File: src/rtl/gnrl_bus_mux.sv
// Shared-bus request mux behind the 3-way round-robin arbiter: forwards one granted transaction to the slave.
// Optional response watchdog enabled by defining GNRL_BUS_MUX_TIMEOUT_EN.
module gnrl_bus_mux #(
    parameter int ADDR_WIDTH     = 32,
    parameter int DATA_WIDTH     = 32,
    parameter int TIMEOUT_CYCLES = 256
) (
    input  logic                    clk,
    input  logic                    rst,
    input  logic [2:0]              i_gnt_vec,
    input  logic [2:0]              i_m_req_vld,
    input  logic [3*ADDR_WIDTH-1:0] i_m_req_addr,
    input  logic [2:0]              i_m_req_wen,
    input  logic [3*DATA_WIDTH-1:0] i_m_req_wdata,
    output logic [2:0]              o_m_req_rdy,
    output logic [2:0]              o_m_rsp_vld,
    output logic [DATA_WIDTH-1:0]   o_m_rsp_rdata,
    output logic [2:0]              o_end_access_vec,
`ifdef GNRL_BUS_MUX_TIMEOUT_EN
    output logic                    o_m_rsp_err,
`endif
    output logic                    o_s_req_vld,
    input  logic                    i_s_req_rdy,
    output logic [ADDR_WIDTH-1:0]   o_s_req_addr,
    output logic                    o_s_req_wen,
    output logic [DATA_WIDTH-1:0]   o_s_req_wdata,
    input  logic                    i_s_rsp_vld,
    input  logic [DATA_WIDTH-1:0]   i_s_rsp_rdata,
    output logic                    o_s_rsp_rdy
);

    typedef enum logic [2:0] {
        ST_IDLE = 3'b001,
        ST_REQ  = 3'b010,
        ST_RSP  = 3'b100
    } state_e;

    state_e                  state_q;
    logic [1:0]              owner_q;
    logic [ADDR_WIDTH-1:0]   addr_q;
    logic                    wen_q;
    logic [DATA_WIDTH-1:0]   wdata_q;
    logic [2:0]              rsp_vld_q;
    logic [2:0]              end_access_q;
    logic [DATA_WIDTH-1:0]   rdata_q;

    logic [2:0]              sel;
    logic                    gnt_onehot;
    logic                    accept;
    logic [1:0]              owner_d;
    logic [2:0]              owner_vec;

    assign sel        = i_gnt_vec & i_m_req_vld;
    assign gnt_onehot = (i_gnt_vec != 3'b000) && ((i_gnt_vec & (i_gnt_vec - 3'd1)) == 3'b000);
    // The end-access cycle is already IDLE, but the arbiter must see it before a new accept.
    assign accept     = !rst && (state_q == ST_IDLE) && gnt_onehot && (sel != 3'b000)
                        && (end_access_q == 3'b000);
    assign owner_vec  = 3'b001 << owner_q;

    always_comb begin
        owner_d = 2'd0;
        if (sel[1]) begin
            owner_d = 2'd1;
        end else if (sel[2]) begin
            owner_d = 2'd2;
        end
    end

`ifdef GNRL_BUS_MUX_TIMEOUT_EN
    localparam int CNT_W = (TIMEOUT_CYCLES > 2) ? $clog2(TIMEOUT_CYCLES) : 1;
    localparam logic [CNT_W-1:0] CNT_LAST = CNT_W'(TIMEOUT_CYCLES - 1);

    logic [CNT_W-1:0] cnt_q;
    logic             err_q;

    assign o_m_rsp_err = err_q;
`else
    logic unused_timeout;
    assign unused_timeout = (TIMEOUT_CYCLES > 0);
`endif

    always_ff @(posedge clk) begin
        if (rst) begin
            state_q      <= ST_IDLE;
            owner_q      <= 2'd0;
            addr_q       <= '0;
            wen_q        <= 1'b0;
            wdata_q      <= '0;
            rsp_vld_q    <= 3'b000;
            end_access_q <= 3'b000;
            rdata_q      <= '0;
`ifdef GNRL_BUS_MUX_TIMEOUT_EN
            cnt_q        <= '0;
            err_q        <= 1'b0;
`endif
        end else begin
            rsp_vld_q    <= 3'b000;
            end_access_q <= 3'b000;
`ifdef GNRL_BUS_MUX_TIMEOUT_EN
            err_q        <= 1'b0;
`endif
            case (state_q)
                ST_IDLE: begin
                    if (accept) begin
                        owner_q <= owner_d;
                        addr_q  <= i_m_req_addr[int'(owner_d)*ADDR_WIDTH +: ADDR_WIDTH];
                        wen_q   <= i_m_req_wen[owner_d];
                        wdata_q <= i_m_req_wdata[int'(owner_d)*DATA_WIDTH +: DATA_WIDTH];
                        state_q <= ST_REQ;
                    end
                end
                ST_REQ: begin
                    if (i_s_req_rdy) begin
                        state_q <= ST_RSP;
`ifdef GNRL_BUS_MUX_TIMEOUT_EN
                        cnt_q   <= '0;
`endif
                    end
                end
                ST_RSP: begin
                    // A real response in the expiry cycle takes priority over the timeout.
                    if (i_s_rsp_vld) begin
                        rsp_vld_q    <= owner_vec;
                        end_access_q <= owner_vec;
                        rdata_q      <= i_s_rsp_rdata;
                        state_q      <= ST_IDLE;
                    end
`ifdef GNRL_BUS_MUX_TIMEOUT_EN
                    else if (cnt_q == CNT_LAST) begin
                        rsp_vld_q    <= owner_vec;
                        end_access_q <= owner_vec;
                        rdata_q      <= '0;
                        err_q        <= 1'b1;
                        state_q      <= ST_IDLE;
                    end else begin
                        cnt_q <= cnt_q + 1'b1;
                    end
`endif
                end
                default: begin
                    state_q <= ST_IDLE;
                end
            endcase
        end
    end

    assign o_m_req_rdy      = accept ? sel : 3'b000;
    assign o_m_rsp_vld      = rsp_vld_q;
    assign o_m_rsp_rdata    = rdata_q;
    assign o_end_access_vec = end_access_q;
    assign o_s_req_vld      = (state_q == ST_REQ);
    assign o_s_req_addr     = addr_q;
    assign o_s_req_wen      = wen_q;
    assign o_s_req_wdata    = wdata_q;
    assign o_s_rsp_rdy      = (state_q == ST_RSP);

endmodule

File: config.mk
export PLATFORM = sky130hd
export DESIGN_NAME = gnrl_bus_mux
export DESIGN_NICKNAME = d
export VERILOG_FILES = /design/src/rtl/gnrl_bus_mux.sv
export SDC_FILE = /design/constraint.sdc
export NUM_CORES = 1
export LEC_CHECK = 0
export ABC_CLOCK_PERIOD_IN_PS = 5200
export CORE_AREA = 5 5 131 133
export DETAILED_ROUTE_END_ITERATION = 7
export DIE_AREA = 0 0 136 138
export HOLD_SLACK_MARGIN = 0.06
export PLACE_DENSITY = 0.73
export SYNTH_ARGS = -nofsm -noshare
export SYNTH_HDL_FRONTEND = slang
export SYNTH_SLANG_ARGS = --single-unit
File: constraint.sdc
create_clock -name clk -period 5.2 [get_ports clk]
set_input_delay 1.04 -clock clk [delete_from_list [all_inputs] [get_ports clk]]
set_output_delay 1.04 -clock clk [all_outputs]
set_load 0.01 [all_outputs]
# == Word level (Yosys, flattened, before mapping) ==
# Index checks and enable logic that the tools add are counted.
# W data, S select, Z words.
# classes
n_addsub,1
n_lt_le_gt_ge,1
n_mux,9
bitwise_logic,4
shift,3
reduce_logical,14
n_eq_ne,6
# op_table
cell,count
$shiftx A96 B8 Y32,2
$mux W3,4
$pmux W3 S3,1
$and A3 B3 Y3,2
$logic_not A3 Y1,2
$reduce_bool A3 Y1,2
$logic_and A1 B1 Y1,5
$mux W2,2
$ne A2 B2 Y1 const B,2
$reduce_and A2 Y1,2
$eq A3 B1 Y1 const B,1
$eq A3 B2 Y1 const B,1
$eq A3 B3 Y1 const B,1
$lt A2 B3 Y1 const B,1
$reduce_and A3 Y1,1
$reduce_or A3 Y1,1
$shl A1 B2 Y3 const A,1
$sub A3 B1 Y3 const B,1
$bmux W1 S2,1
$ne A2 B1 Y1 const B,1
$not A1 Y1,2
$logic_not A1 Y1,1
$mux W1,1
# word_totals
output_inout_bits,108
regBits,105
in_bits,237
word_cells,45

# == Longest topological paths before layout ==
# Gate-level depths: netlist (run 1).
# logic_depth
ltp_word,9
ltp_mapped,7
ltp_nobuf,5

# == Least setup slack after synthesis (run 1) ==
# No wires, ideal clock.
# synth_path
kind,input to output
start,input port rst
end,output port o_m_req_rdy[2]
required_time_ps,4160
arrival_time_ps,2179
n_path_buf,1
stages,5
setup_slack_ps,1981
cell_sequence,nor4b_1 > nand3_1 > or3_4 > clkinv_4 > buf_6
# synth_via
elab_chain_cells,6
# synth_rtl
element,line_no,source
"start, declared",9,"input logic rst,"
$logic_not A1 Y1,56,assign accept = !rst && (state_q == ST_IDLE) && gnt_onehot && (sel != 3'b000)
$logic_and A1 B1 Y1 (3 in a row),56,
$logic_and A1 B1 Y1,57,&& (end_access_q == 3'b000);
$mux W3,147,assign o_m_req_rdy = accept ? sel : 3'b000;
"end, declared",15,"output logic [2:0] o_m_req_rdy,"
# No other way between the ends.

# == Worst setup path after layout (run 1) ==
# layout_path
start,input port i_gnt_vec[2]
end,output port o_m_req_rdy[2]
# layout_via
elab_chain_cells,8
elab_cells_between_ends,11
cone_classes,add/sub (1); mux (1); bitwise (2); reduce/logical (7)
# layout_rtl
element,line_no,source
"start, declared",10,"input logic [2:0] i_gnt_vec,"
$sub A3 B1 Y3,54,assign gnt_onehot = (i_gnt_vec != 3'b000) && ((i_gnt_vec & (i_gnt_vec - 3'd1)) == 3'b000);
$and A3 B3 Y3,54,
$logic_not A3 Y1,54,
$logic_and A1 B1 Y1,54,
$logic_and A1 B1 Y1 (2 in a row),56,
$logic_and A1 B1 Y1,57,
$mux W3 *,147,
# Mark *: on every way between the ends. The rest lies on a longest branch, timed or not.

==> results of run 1 <==
-- area by class of cell --
class	count	area, sq um	share of cell area, %
multi-input cells	417	2693	30.27
clock inverters	7	83.83	0.9425
inverters	2	12.51	0.1407
repair buffers	353	3508	39.44
well taps	216	270.3	3.038
clock buffers	9	225.2	2.532
flip-flops and latches	105	2102	23.63
-- worst reg2reg max path: stages (launching register included) --
cell and delay (ns):
dfxtp_1 0.36, nor4b_1 0.56, nand3_4 0.11, buf_4 0.42, a2111o_1 0.49, a21oi_1 0.13
-- cells in the mapped netlist, types with 3 or more instances --
library cell    n
buf_6           4
mux2i_1        21
o21ai_0        23
nor4b_1         3
a221o_1        44
a21oi_1        57
nor2b_1        45
nand2_1        69
buf_2          14
dfxtp_1       105
nor3_1         67
buf_4           3
nand3_1         3
clkbuf_1       44
a2111o_1       21
nor2_1          4
a22oi_1        46
-- cell families after synthesis --
family / count (synthesis)
DFF: 105
and+or+nand+nor: 201
AOI/OAI and AO/OA: 195
buffers and inverters: 69
muxes: 21
-- power breakdown --
part           switching [mW]  total, mW  leakage [nW]  internal [mW]
sequential             0.0147      0.850         0.851          0.835
combinational           0.184      0.456          2.05          0.272
clock                   0.343      0.727         0.154          0.385
total                   0.541       2.03          3.06           1.49
-- metrics by stage --
| step | hold slack, ns | utilization, % |
|---|---|---|
| 5_1_grt | 0.4686 | 56.61 |
| 3_3_place_gp | 0.4405 | 54.64 |
| 2_1_floorplan | 0.4310 | - |
| 4_1_cts | 0.4569 | 56.61 |
| 3_5_place_dp | 0.4457 | 54.64 |
| 6_report | 0.4550 | 56.61 |
-- registers in the layout, summed over array words and instances (netlist names) --
signal            count
o_end_access_vec      3
o_m_rsp_rdata        32
o_s_req_addr         32
o_s_req_wdata        32
o_s_req_wen           1
owner_q               2
state_q               3
-- path summary, 6_finish.rpt --
| kind | to | cells past startpoint | slack [ns] | startpoint |
|---|---|---|---|---|
| setup reg to reg | o_s_req_addr[31] | 5 | 3.05 | state_q[1] |
| setup / recovery | o_m_req_rdy[2] | 6 | 0.84 | i_gnt_vec[2] |
| hold reg to reg | o_m_rsp_rdata[17] | 2 | 0.45 | o_m_rsp_rdata[17] |
| hold / removal | o_m_rsp_rdata[17] | 2 | 0.45 | o_m_rsp_rdata[17] |
-- per-layer routing --
metal  track usage (%)  share of wire, %
met1             25.77                41
met3             7.765               9.3
met5                 0                 0
met4             5.676               1.8
met2             36.14                48
==> results.json, run 1 <==
{
  "status": "complete, no violations",
  "p_leak_nw": 3.058,
  "synth.area.top_cells": "dfxtp_1 (41%), a221o_1 (8.6%), a22oi_1 (6.8%), nor3_1 (6.6%), a21oi_1 (5.6%)",
  "cpMostUsedCell": "clkdlybuf4s50_1",
  "worst_ir_drop_vdd_mv": 0.1560,
  "placed_area_sq_um": 8586,
  "max_freq_ghz": 0.2294,
  "hold_violations": 0,
  "rows": 46,
  "min_period_over_period_pct": 83.84,
  "synth_top_family_by_area": "compound AO/OA/AOI/OAI gates",
  "antenna_found_initial": 0,
  "synth-compound-area-share_pct": 28.58,
  "die_area_sq_um": 18770,
  "cap_violations": 0,
  "yosysUniqueCellTypes": 32,
  "syn_nets": 828,
  "drt-pass1-iter-count": 5,
  "drt-initial-drc-count": 300,
  "grt_first_pass_wirelength_mm": 31.75,
  "gp_congestion": 0.7948,
  "path_delay_family": "buffers and inverters",
  "muxShareOfSynthArea_pct": 4.125,
  "critPathBufInv": 3,
  "tightest_slew_ns": 1.147,
  "synth_seq_cells": 105,
  "first_global_vias": 5404,
  "nNetsFinal": 1125,
  "tns_ns": 0,
  "synth-xor-area-share_pct": 0,
  "die_x_um": 136,
  "die_y_um": 138,
  "synth_top_area_share_pct": 41.25,
  "wire_per_inst_um": 19.30,
  "synth.largest_area_cell": "dfxtp_1",
  "yosys_warnings": 0,
  "viasPerCell": 5.137,
  "hold_buffers": 0,
  "cts.clk_slew.worst_paths_ns": 0.08,
  "postRouteWirelength_mm": 21.41,
  "fillCellCount": 1443,
  "critPathLaunchType": "input pin",
  "place_ws_ns": 0.8162,
  "setup_ws_ns": 0.8404,
  "cpPeakStageDelay_ns": 0.62,
  "hp-class": "flip-flop to flip-flop",
  "grt_max_degree": 89,
  "layout_common_cells": "clkdlybuf4s50_1 (343), dfxtp_1 (105), nand2_1 (69)",
  "cts_buffers": 9,
  "portBuffers": 344,
  "dp_cells": 1093,
  "mostFrequentLayoutCell": "clkdlybuf4s50_1",
  "syn_avg_cell_area_sq_um": 8.623,
  "vias": 5697,
  "cp-end-kind": "output pin",
  "ctsResizeCount": 0,
  "required_ns": 4.16,
  "ctsHtreeMaxLevel": 3,
  "cts_buffer_depth": 2,
  "slowest_stage": "clkdlybuf4s50_1",
  "detail-route-antenna-nets": 0,
  "clk_latency_ns": 0.35,
  "async_flop_share_pct": 0,
  "critPathKind": "input pin to output pin",
  "cp_data_arrival_time_ns": 3.32,
  "clock-root-buffer": "clkbuf_16",
  "syn-cell-area_sq_um": 5096,
  "antennaDiodeCount": 0,
  "setup_viol_count_final": 0,
  "track_usage_pct": 21.45,
  "final_cell_area_sq_um": 8895,
  "instances_no_fill": 1109,
  "pwr_density_cell_nw_per_um2": 228.6,
  "synthAdderAreaFrac_pct": 0,
  "cts_tree": "built",
  "fin_crit_ns": 4.360,
  "cp_cell_sequence": "clkdlybuf4s50_1 -> nand2_2 -> o32a_2 -> or3_4 -> clkinv_4 -> clkdlybuf4s50_1",
  "drive_above_1_share_pct": 3.807,
  "synth_ff_type": "dfxtp_1",
  "clock-sinks": 105,
  "initial_core_util_pct": 32.43,
  "grt_overflow": 0,
  "drc": 0,
  "synth_cells": 591,
  "rsz0062_at_grt": "no",
  "fin_worst_skew_ns": 0.01039,
  "relSlewSlack_pct": 23.54,
  "post_cts_buffers": 0,
  "syn2layout_area_growth_pct": 74.54,
  "synth-simple-area-share_pct": 19.72,
  "yosysSeqAreaShare_pct": 41.25,
  "total_power_mw": 2.033,
  "synth_edf_count": 0,
  "cp_max_fo": 45,
  "pin_count": 345,
  "hpwl_mm": 15.44,
  "placeableCoreArea_sq_um": 15710,
  "maxSlewViolCount": 0
}
No activity file was read; power rests on OpenSTA's default activity.
==> run 2: changes to the inputs <==
==> config.mk (replaced) <==
export PLATFORM = sky130hd
export DESIGN_NAME = gnrl_bus_mux
export DESIGN_NICKNAME = d
export VERILOG_FILES = /design/src/rtl/gnrl_bus_mux.sv
export SDC_FILE = /design/constraint.sdc
export NUM_CORES = 1
export LEC_CHECK = 0
export ABC_CLOCK_PERIOD_IN_PS = 4300
export CORE_AREA = 5 5 129 131
export DETAILED_ROUTE_END_ITERATION = 7
export DIE_AREA = 0 0 134 136
export HOLD_SLACK_MARGIN = 0.06
export PLACE_DENSITY = 0.75
export SYNTH_ARGS = -nofsm -noshare
export SYNTH_HDL_FRONTEND = slang
export SYNTH_SLANG_ARGS = --single-unit
==> constraint.sdc (replaced) <==
create_clock -name clk -period 4.3 [get_ports clk]
set_input_delay 0.86 -clock clk [delete_from_list [all_inputs] [get_ports clk]]
set_output_delay 0.86 -clock clk [all_outputs]
set_load 0.01 [all_outputs]
==> run 2 against run 1 <==
Effect of this change: count of clock-buffer cells in the layout increased by 1; power increased by 20%; global-route usage increased by 0.15 points; via count increased by 0.56%; routed wire length decreased by 2.5%; combinational power increased by 21%; highest routed layer unchanged; register-to-register slack got worse by 1.0 ns; first-iteration DRC count increased by 29%; critical path depth increased by 1.
==> results.json, run 2 (synthesized netlist as in run 1, its figures left out) <==
{
  "hold_violations": 0,
  "fin_util_pct": 57.31,
  "post_cts_buffers": 0,
  "min_period_over_period_pct": 90.37,
  "cts_buffer_depth": 2,
  "internal-power_mw": 1.815,
  "cap_violations": 0,
  "syn2layout_area_growth_pct": 74.12,
  "clk_latency_ns": 0.35,
  "multi_input_area_sq_um": 2693,
  "worst-r2r-cell-count": 6,
  "critPathLaunchType": "input pin",
  "rsz0062_at_grt": "no",
  "mostFrequentLayoutCell": "clkdlybuf4s50_1",
  "regArea_sq_um": 2102,
  "hp-class": "flip-flop to flip-flop",
  "cts_buffers": 9,
  "setup_viol_count_final": 0,
  "holdPathEnd": "o_m_rsp_rdata[15]",
  "grt_max_degree": 106,
  "ctsResizeCount": 0,
  "drt-pass1-iter-count": 4,
  "grt_overflow": 0,
  "die_y_um": 136,
  "track_usage_pct": 21.60,
  "placeableCoreArea_sq_um": 15480,
  "clock-root-buffer": "clkbuf_16",
  "worst_ir_drop_vdd_mv": 0.2493,
  "drc": 0,
  "cts_tree": "built",
  "max_freq_ghz": 0.2573,
  "portBuffers": 344,
  "sequentialPowerShare_pct": 42.1,
  "hold_buffers": 0,
  "cp_data_arrival_time_ns": 3.03,
  "required_ns": 3.44,
  "dp_cells": 1070,
  "drt-initial-drc-count": 388,
  "switching_share_pct": 25.67,
  "hpwl_mm": 14.97,
  "vias": 5729,
  "p_sw_mw": 0.6268,
  "p_clk_share_pct": 35.4,
  "gp_congestion": 0.8212,
  "viasPerCell": 5.275,
  "wire_per_inst_um": 19.23,
  "first_global_vias": 5612,
  "initial_core_util_pct": 32.92,
  "nNetsFinal": 1126,
  "cp_max_fo": 23,
  "maxSlewViolCount": 0,
  "whs_path_depth": 2,
  "instances_no_fill": 1086,
  "cts.clk_slew.worst_paths_ns": 0.07,
  "antenna_found_initial": 0,
  "p_leak_nw": 3.062,
  "ctsHtreeMaxLevel": 3,
  "grt_first_pass_wirelength_mm": 31.17,
  "postRouteWirelength_mm": 20.88,
  "clock-sinks": 105,
  "tns_ns": 0,
  "r2r-end": "o_s_req_addr[23]",
  "status": "complete, no violations",
  "critPathKind": "input pin to output pin",
  "layout_common_cells": "clkdlybuf4s50_1 (343), dfxtp_1 (105), nand2_1 (69)",
  "detail-route-antenna-nets": 0,
  "fillCellCount": 1398,
  "drive_above_1_share_pct": 3.915,
  "cp-end-kind": "output pin",
  "fin_worst_skew_ns": 0.006767,
  "comb_power_share_pct": 22.5,
  "pin_count": 345,
  "holdWs_ns": 0.4540,
  "fin_crit_ns": 3.886,
  "die_area_sq_um": 18220,
  "reg2reg_slack_ns": 2.04,
  "relSlewSlack_pct": 20.57,
  "antennaDiodeCount": 0,
  "tightest_slew_ns": 1.191,
  "pwr_density_cell_nw_per_um2": 275.1,
  "worstHoldStart": "o_m_rsp_rdata[15]",
  "die_x_um": 134,
  "timing.rr.start": "state_q[1]",
  "rows": 46
}
[run 2: changes by cell type in the layout (fill, tap and decap cells not counted)]
cell        delta
clkbuf_8       +1
inv_8          -1
buf_4          +1
clkinvlp_4     +1
clkinv_4       -1
[run 2: area by class of cell]
class                      instances  area share (%)
clock buffer                      10           2.693
clock inverter                     6          0.8037
inverter                           2          0.1410
multi-input combinational        417           30.34
sequential                       105           23.69
tap                              192           2.707
timing repair buffer             354           39.62
[run 2: layer usage]
layer / vias up / routed length, um / track usage, %
met3: 29 / 1729 / 7.291
met4: 0 / 486 / 6.686
li1: 2799 / - / -
met2: 214 / 9959 / 36.22
met1: 2687 / 8705 / 26.28
met5: - / 0 / 0
[run 2: power by group through the flow]
| stage | clock (mW) | sequential (mW) | combinational [mW] |
|---|---|---|---|
| floorplan | 0 | 1.07 | 0.186 |
| global placement | 0 | 1.05 | 0.548 |
| detailed placement | 0 | 1.05 | 0.550 |
| CTS | 0.897 | 1.03 | 0.553 |
| global route | 0.932 | 1.03 | 0.587 |
| finish | 0.864 | 1.03 | 0.550 |
[run 2: worst max path at each step]
| stage | startpoint | endpoint | depth (start not counted) |
|---|---|---|---|
| 6_report | i_gnt_vec[2] | o_m_req_rdy[1] | 7 |
| 5_1_grt | i_gnt_vec[2] | o_m_req_rdy[1] | 7 |
| 4_1_cts | i_gnt_vec[2] | o_m_req_rdy[1] | 7 |
| 3_5_place_dp | i_gnt_vec[2] | o_m_req_rdy[1] | 7 |
| 3_3_place_gp | i_gnt_vec[2] | o_m_req_rdy[1] | 7 |
| 2_1_floorplan | rst | o_m_req_rdy[2] | 5 |
[run 2: worst max-delay path, cell delays in order]
cell             delay [ns]
clkdlybuf4s50_1        0.60
nand2_2                0.08
buf_4                  0.23
o32ai_1                0.38
nand3_1                0.22
inv_1                  0.10
clkdlybuf4s50_1        0.55
[run 2: metrics by stage]
stage / setup slack (ns) / cell area, sq um / power (mW)
6_report: 0.4140 / 8874 / 2.441
5_1_grt: 0.3009 / 8874 / 2.551
4_1_cts: 0.4144 / 8874 / 2.478
3_5_place_dp: 0.4329 / 8563 / 1.600
3_3_place_gp: 0.4731 / 8563 / 1.597
2_1_floorplan: 1.441 / 5096 / 1.253
